## src/rtl/fetch_stage.sv

```systemverilog
// -----------------------------------------------------------------------------
// fetch_stage
//
// Instruction-fetch stage feeding the IF/ID pipeline register. Owns the fetch
// PC and runs a single-outstanding request/response handshake with
// instruction memory. A fetched word is held in ibuf_q and presented on
// InstrF while the stage is READY; in every other state a NOP is presented
// and bubble_o tells IF/ID to flush.
//
// Ports:
//   clk            in   clock, rising edge
//   reset          in   asynchronous, active-high reset
//   stallF         in   hazard unit: hold the current instruction and PC
//   redirect_i     in   taken branch/jump from EX (one-cycle pulse)
//   redirect_pc_i  in   redirect target (low two bits ignored)
//   imem_req_o     out  memory request strobe, accepted in the cycle asserted
//   imem_addr_o    out  word-aligned request address
//   imem_rvalid_i  in   response valid (in order, >= 1 cycle after request)
//   imem_rdata_i   in   response instruction word
//   InstrF         out  fetched instruction to IF/ID
//   PCF            out  PC of InstrF
//   PCPlus4F       out  PCF + 4 (32-bit wrap)
//   bubble_o       out  1 = no valid instruction this cycle
// -----------------------------------------------------------------------------
module fetch_stage #(
    parameter logic [31:0] RESET_PC  = 32'h0000_0000,
    parameter logic [31:0] NOP_INSTR = 32'h0000_0033
) (
    input  logic        clk,
    input  logic        reset,
    input  logic        stallF,
    input  logic        redirect_i,
    input  logic [31:0] redirect_pc_i,
    output logic        imem_req_o,
    output logic [31:0] imem_addr_o,
    input  logic        imem_rvalid_i,
    input  logic [31:0] imem_rdata_i,
    output logic [31:0] InstrF,
    output logic [31:0] PCF,
    output logic [31:0] PCPlus4F,
    output logic        bubble_o
);

    typedef enum logic [1:0] {
        REQ   = 2'b00,
        WAIT  = 2'b01,
        READY = 2'b10
    } state_t;

    state_t      state_q;
    logic [31:0] pc_q;
    logic [31:0] ibuf_q;
    // Set when the PC was redirected while a request was in flight: the
    // response that eventually returns belongs to the old path and is dropped.
    logic        drop_q;

    logic [31:0] target_s;

    // Redirect target, forced onto a word boundary.
    assign target_s = redirect_pc_i & 32'hFFFF_FFFC;

    // Fetch state machine: PC, instruction buffer and drop tracking.
    always_ff @(posedge clk or posedge reset) begin
        if (reset) begin
            state_q <= REQ;
            pc_q    <= RESET_PC;
            ibuf_q  <= NOP_INSTR;
            drop_q  <= 1'b0;
        end else begin
            case (state_q)
                REQ: begin
                    // A redirect in REQ suppresses the request, so nothing
                    // is outstanding and no drop is needed.
                    if (redirect_i) begin
                        pc_q <= target_s;
                    end else begin
                        state_q <= WAIT;
                    end
                end
                WAIT: begin
                    if (imem_rvalid_i) begin
                        if (drop_q || redirect_i) begin
                            drop_q  <= 1'b0;
                            state_q <= REQ;
                            if (redirect_i) begin
                                pc_q <= target_s;
                            end else begin
                                pc_q <= pc_q;
                            end
                        end else begin
                            ibuf_q  <= imem_rdata_i;
                            state_q <= READY;
                        end
                    end else if (redirect_i) begin
                        pc_q   <= target_s;
                        drop_q <= 1'b1;
                    end else begin
                        state_q <= WAIT;
                    end
                end
                READY: begin
                    // Redirect wins over a stall: the held instruction is on
                    // the wrong path anyway.
                    if (redirect_i) begin
                        pc_q    <= target_s;
                        ibuf_q  <= NOP_INSTR;
                        state_q <= REQ;
                    end else if (!stallF) begin
                        pc_q    <= pc_q + 32'd4;
                        state_q <= REQ;
                    end else begin
                        state_q <= READY;
                    end
                end
                default: begin
                    state_q <= REQ;
                    pc_q    <= RESET_PC;
                    ibuf_q  <= NOP_INSTR;
                    drop_q  <= 1'b0;
                end
            endcase
        end
    end

    // Request strobe: only from REQ, and never in a cycle being redirected
    // or held in reset.
    always_comb begin
        imem_req_o = 1'b0;
        if ((state_q == REQ) && !redirect_i && !reset) begin
            imem_req_o = 1'b1;
        end else begin
            imem_req_o = 1'b0;
        end
    end

    // Stage outputs decoded from the registered state.
    always_comb begin
        InstrF   = NOP_INSTR;
        bubble_o = 1'b1;
        if (state_q == READY) begin
            InstrF   = ibuf_q;
            bubble_o = 1'b0;
        end else begin
            InstrF   = NOP_INSTR;
            bubble_o = 1'b1;
        end
    end

    assign imem_addr_o = pc_q & 32'hFFFF_FFFC;
    assign PCF         = pc_q;
    assign PCPlus4F    = pc_q + 32'd4;

endmodule
```

## config.mk

```make
export PLATFORM = sky130hd
export DESIGN_NAME = fetch_stage
export DESIGN_NICKNAME = d
export VERILOG_FILES = /design/src/rtl/fetch_stage.sv
export SDC_FILE = /design/constraint.sdc
export NUM_CORES = 1
export LEC_CHECK = 0
export BUFFER_PORTS_ARGS = -buffer_cell sky130_fd_sc_hd__buf_2
export CAP_MARGIN = 10
export CORE_AREA = 2 2 95 106
export CTS_CLUSTER_SIZE = 8
export DETAILED_ROUTE_END_ITERATION = 7
export DIE_AREA = 0 0 97 108
export PLACE_DENSITY = 0.83
export SLEW_MARGIN = 20
export SYNTH_ARGS = -nofsm -noshare
export SYNTH_HDL_FRONTEND = slang
export SYNTH_SLANG_ARGS = --single-unit
```

## constraint.sdc

```tcl
create_clock -name clk -period 2.7 [get_ports clk]
set_input_delay 0.54 -clock clk [delete_from_list [all_inputs] [get_ports clk]]
set_output_delay 0.54 -clock clk [all_outputs]
set_load 0.02 [all_outputs]
```

# Word level (Yosys, flattened, before mapping)
# Cells that the tools add are included.
[totals]
register_bits = 67
inputBits = 69
out_inout_bits = 130
elab_cells = 48
[op_classes]
addsub = 1
eq_ne = 8
mux = 23
bitwise = 2
reduce_logical = 10
[ops]
columns = ["op", "count"]
rows = [
  ["32-bit two-way mux", 9],
  ["32-bit case mux with 3 select lines", 2],
  ["32-bit by 3-bit adder with 32-bit output, second input constant", 1],
  ["2-bit two-way mux", 5],
  ["3-bit != test, second input constant", 3],
  ["2-bit != test, second input constant", 3],
  ["2-bit case mux with 3 select lines", 1],
  ["1-bit two-way mux", 5],
  ["4-bit AND reduction", 1],
  ["3-bit AND reduction", 1],
  ["2-bit by 1-bit == test with 1-bit output, second input constant", 1],
  ["2-bit == test, second input constant", 1],
  ["1-bit logical AND", 2],
  ["1-bit logical NOT", 2],
  ["2-bit logical NOT", 1],
  ["1-bit NOT", 2],
  ["1-bit case mux with 2 select lines", 1],
  ["2-bit AND reduction", 1],
  ["2-bit OR reduction", 1],
  ["1-bit logical OR", 1],
]

# Depth between registers and ports, before layout
[depth]
word_depth = 4
ltp_mapped = 7

# Worst setup path before layout
# No wires, ideal clock.
[synth_path]
kind = "register to output"
start = "reg pc_q[2] (netlist: PCF[2])"
end = "out PCPlus4F[28]"
t_arrival_ps = 2017
t_required_ps = 2160
setup_slack_ps = 143
path_stages_with_launch = 8
n_path_buf = 1
path_cell_list = "dfrtp_1 -> ha_1 -> nand3_2 -> nor2_1 -> buf_4 -> nand2_1 -> nor4_2 -> xor2_1"
[synth_between]
elab_chain_len = 1
[synth_rtl]
columns = ["element", "line_no", "text"]
rows = [
  ["start, declared", "51", "logic [31:0] pc_q;"],
  ["start signal, assigned", "75", "pc_q <= target_s;"],
  ["start signal, assigned", "86", "pc_q <= target_s;"],
  ["start signal, assigned", "88", "pc_q <= pc_q;"],
  ["32-bit by 3-bit adder with 32-bit output", "151", "assign PCPlus4F = pc_q + 32'd4;"],
  ["end, declared", "40", "output logic [31:0] PCPlus4F,"],
]
# Every way passes these cells.

# Worst setup path in the final report
# Same ends and word-level chain as after synthesis.

==> impl_metrics.csv <==
group,metric,value,unit
run_status,status,"complete, no violations",
synth,post-synth-top-area-cell,"dfrtp_1",
final_layout,multiInputGateArea,2260,sq um
global_route,grt_start_max_net_pins,65,
setup_path,r2r-start,"state_q[1]",
power,ir_drop,0.330,mV
sta,maxSlewHeadroom,48.3,%
sta,period_minus_slack,2.62,ns
setup_path,path_class,"flip-flop to output port",
setup_path,reg2reg_slack,0.61,ns
job,cap_violations,0,
sta,skew,0.00830,ns
synth,async_flop_share,100,%
setup_path,crit_arrival,2.08,ns
setup_path,setup.worst_path.start_class,"flip-flop",
cts,clk_pin_slew,0.07,ns
sta,setup_viol,0,
cts,cts_tree,"done",
floorplanning,initial_utilization,45.6,%
place,place_congestion,0.943,
synth,synth_top_area_share,36.0,%
cts,clk_path_buf_depth,2,
synth,synthFlopType,"dfrtp_1",
global_route,antenna_found_initial,0,
final_layout,layout.nets,756,
floorplanning,rows,37,
sta,hold_viol,0,
synth,ys_types,60,
setup_path,rr_worst_depth,5,
floorplanning,dieHeight,108,um
floorplanning,die_area,10500,sq um
drt,ant_nets,0,
setup_path,endpoint_kind,"output port",
drt,wl,13.2,mm
final_layout,area_growth,29.4,%
sta,worstMarginPinSlew,0.773,ns
place,postPlaceCellArea,5140,sq um
synth,ys_seq_area_share,38.5,%
sta,max_freq,382,MHz
worst_hold_path,hold_class,"input pin to async pin",
floorplanning,die_x,97,um
sta,fin_tns_setup,0,ns
place,io_buffers,190,
final_layout,seq_area,1660,sq um
synth,yosysWarnings,0,
synth,syn_area,4240,sq um
drt,via_count,4437,
drt,drt_iter0_drc,293,
final_layout,fillers,836,
setup_path,rr_endpoint,"PCF[22]",
setup_path,slowest_delay,0.46,ns
setup_path,cp_top_family,"simple AND/OR/NAND/NOR gates",
cts,cts_inserted_buffers,9,
power,p_per_area,766,nW/um^2
synth,syn_inst,521,
floorplanning,io-pin-count,199,
setup_path,required,2.16,ns
global_route,track_usage,24.6,%
cts,postCtsHoldBufs,0,
cts,cts_max_level,3,
global_route,gr-total-overflow,0,
global_route,grt_pass1_wl,20.5,mm
place,dp_hpwl,9.53,mm
final_layout,drive_gt1_share,41.5,%
power,leakage,2.65,nW
sta,final_max_slew_viol_count,0,
drt,viasPerCell,5.49,
drt,firstDrtPassIters,5,
drt,drc,0,
setup_path,crit_fanout,6,
synth,ys_ff_latch,65,
global_route,grt_pass1_vias,4091,
setup_path,worstPathCellList,"ha_4, nand3_4, nor2_4, nand2_1, nor4_2, xor2_1, buf_2",
setup_path,slowest_stage,"dfrtp_2",
cts,clkLatencyLatePin,0.35,ns
cts,cts.sinks,65,
sta,grt_setup_unrepaired,"no",
floorplanning,core-area,9310,sq um
final_layout,diodes,0,
final_layout,post-route-cell-area,5490,sq um
setup_path,path_buf_inv,1,
sta,period_share,97.0,%
synth,synthTopCellsByArea,"dfrtp_1 (36%), nand2_1 (8.1%), o21ai_0 (6.8%)",
synth,syn_avg_cell_area,8.14,sq um
synth,synth-edff-count,0,
drt,post_drt_wl_per_cell,16.3,um
cts,cts_root_buf,"clkbuf_8",
## state kept, by name (all words and copies together), names as in the netlist
register  cells
state_q       2
ibuf_q       32
PCF          30
drop_q        1
## worst register-to-register path, cell delays in order (launching register included)
cell      delay, ns
dfrtp_1        0.46
a21boi_0       0.57
buf_4          0.27
nand4_1        0.16
or3_1          0.38
a31oi_1        0.16
## area by class of cell
type | instances | area share (%)
tap | 117 | 2.67
timing repair buffer | 220 | 21.8
clock inverter | 6 | 1.05
inverter | 9 | 0.615
clock buffer | 10 | 2.51
multi-input combinational | 381 | 41.2
sequential | 65 | 30.2
## per-layer routing
layer | wire length (um) | vias up | track usage, %
met5 | 0 | - | 0
met2 | 6420 | 264 | 42.6
met3 | 1200 | 21 | 4.85
li1 | - | 2089 | -
met1 | 5250 | 2063 | 29.9
met4 | 280 | 0 | 11.5
## report_power, final
part / switching, mW / leakage (nW) / internal [mW]
sequential: 0.289 / 0.777 / 1.28
combinational: 1.17 / 1.77 / 0.632
clock: 0.386 / 0.102 / 0.445
total: 1.85 / 2.65 / 2.36
## cell usage in the layout, fill, tap and decap left out, types with 6 or more instances in the layout
| cell type | netlist | layout |
|---|---|---|
| nor2_1 | 30 | 27 |
| xnor2_1 | 16 | 15 |
| and2_1 | 33 | 32 |
| dfrtp_1 | 61 | 41 |
| buf_2 | 6 | 189 |
| o21ai_0 | 58 | 58 |
| clkbuf_8 | 0 | 10 |
| xor2_1 | 14 | 14 |
| a21oi_1 | 20 | 20 |
| inv_1 | 7 | 6 |
| buf_4 | 38 | 29 |
| nand2_1 | 92 | 91 |
| dfrtp_2 | 0 | 20 |
| nand3_1 | 13 | 11 |
| nor3_1 | 9 | 9 |
| conb_1 | 1 | 6 |
| nand4_1 | 12 | 12 |
| nand2b_1 | 6 | 6 |
## worst max-delay path by stage
stage | startpoint | endpoint | cells past startpoint
global route | PCF[9] | PCPlus4F[31] | 7
floorplan | PCF[2] | PCPlus4F[28] | 7
CTS | PCF[8] | PCPlus4F[31] | 7
global placement | PCF[2] | PCPlus4F[28] | 7
detailed placement | PCF[2] | PCPlus4F[30] | 8
finish | PCF[2] | PCPlus4F[28] | 7
## metrics by stage
stage | util, % | setup WS, ns | hold slack (ns) | instances | power (mW)
after global routing | 59.0 | 0.000363 | 0.314 | 808 | 4.48
after global placement | 55.2 | 0.275 | 0.455 | 785 | 3.26
final | 59.0 | 0.0820 | 0.282 | 808 | 4.20
after detailed placement | 55.2 | 0.231 | 0.465 | 785 | 3.32
after floorplan | - | 0.143 | 0.442 | 526 | 2.80
after CTS | 57.8 | 0.00207 | 0.289 | 804 | 4.17
## synthesized netlist by cell type (all sizes together) (2+ instances only)
library cell / count
a21oi: 20
a221oi: 3
a22oi: 2
a311oi: 2
a31o: 2
a31oi: 5
and2: 33
and3: 5
buf: 45
clkbuf: 26
dfrtp: 61
dfstp: 4
inv: 9
mux2i: 2
nand2: 92
nand2b: 6
nand3: 15
nand4: 14
nor2: 31
nor2b: 2
nor3: 11
nor4: 8
nor4b: 2
o21ai: 59
o22ai: 2
o311a: 5
o31ai: 3
o41ai: 2
or4: 3
xnor2: 16
xor2: 14
## logic make-up after synthesis
logic type                 Yosys count  share of synthesized area [%]
muxes                                2                          0.472
DFF                                 65                           38.5
other                                1                         0.0884
AOI/OAI and AO/OA                  115                           16.4
adders and majority gates            1                          0.295
and+or+nand+nor                    227                           27.4
xor gates and xnor gates            30                           6.19
buffers and inverters               80                           10.7
## repair_timing
item | CTS | global route
gates resized for setup | 6 | 30
endpoints found under the setup margin | 12 | 13
pin swaps | 1 | 5
setup buffers | 3 | 4
Power figures use the tool's default switching activity.
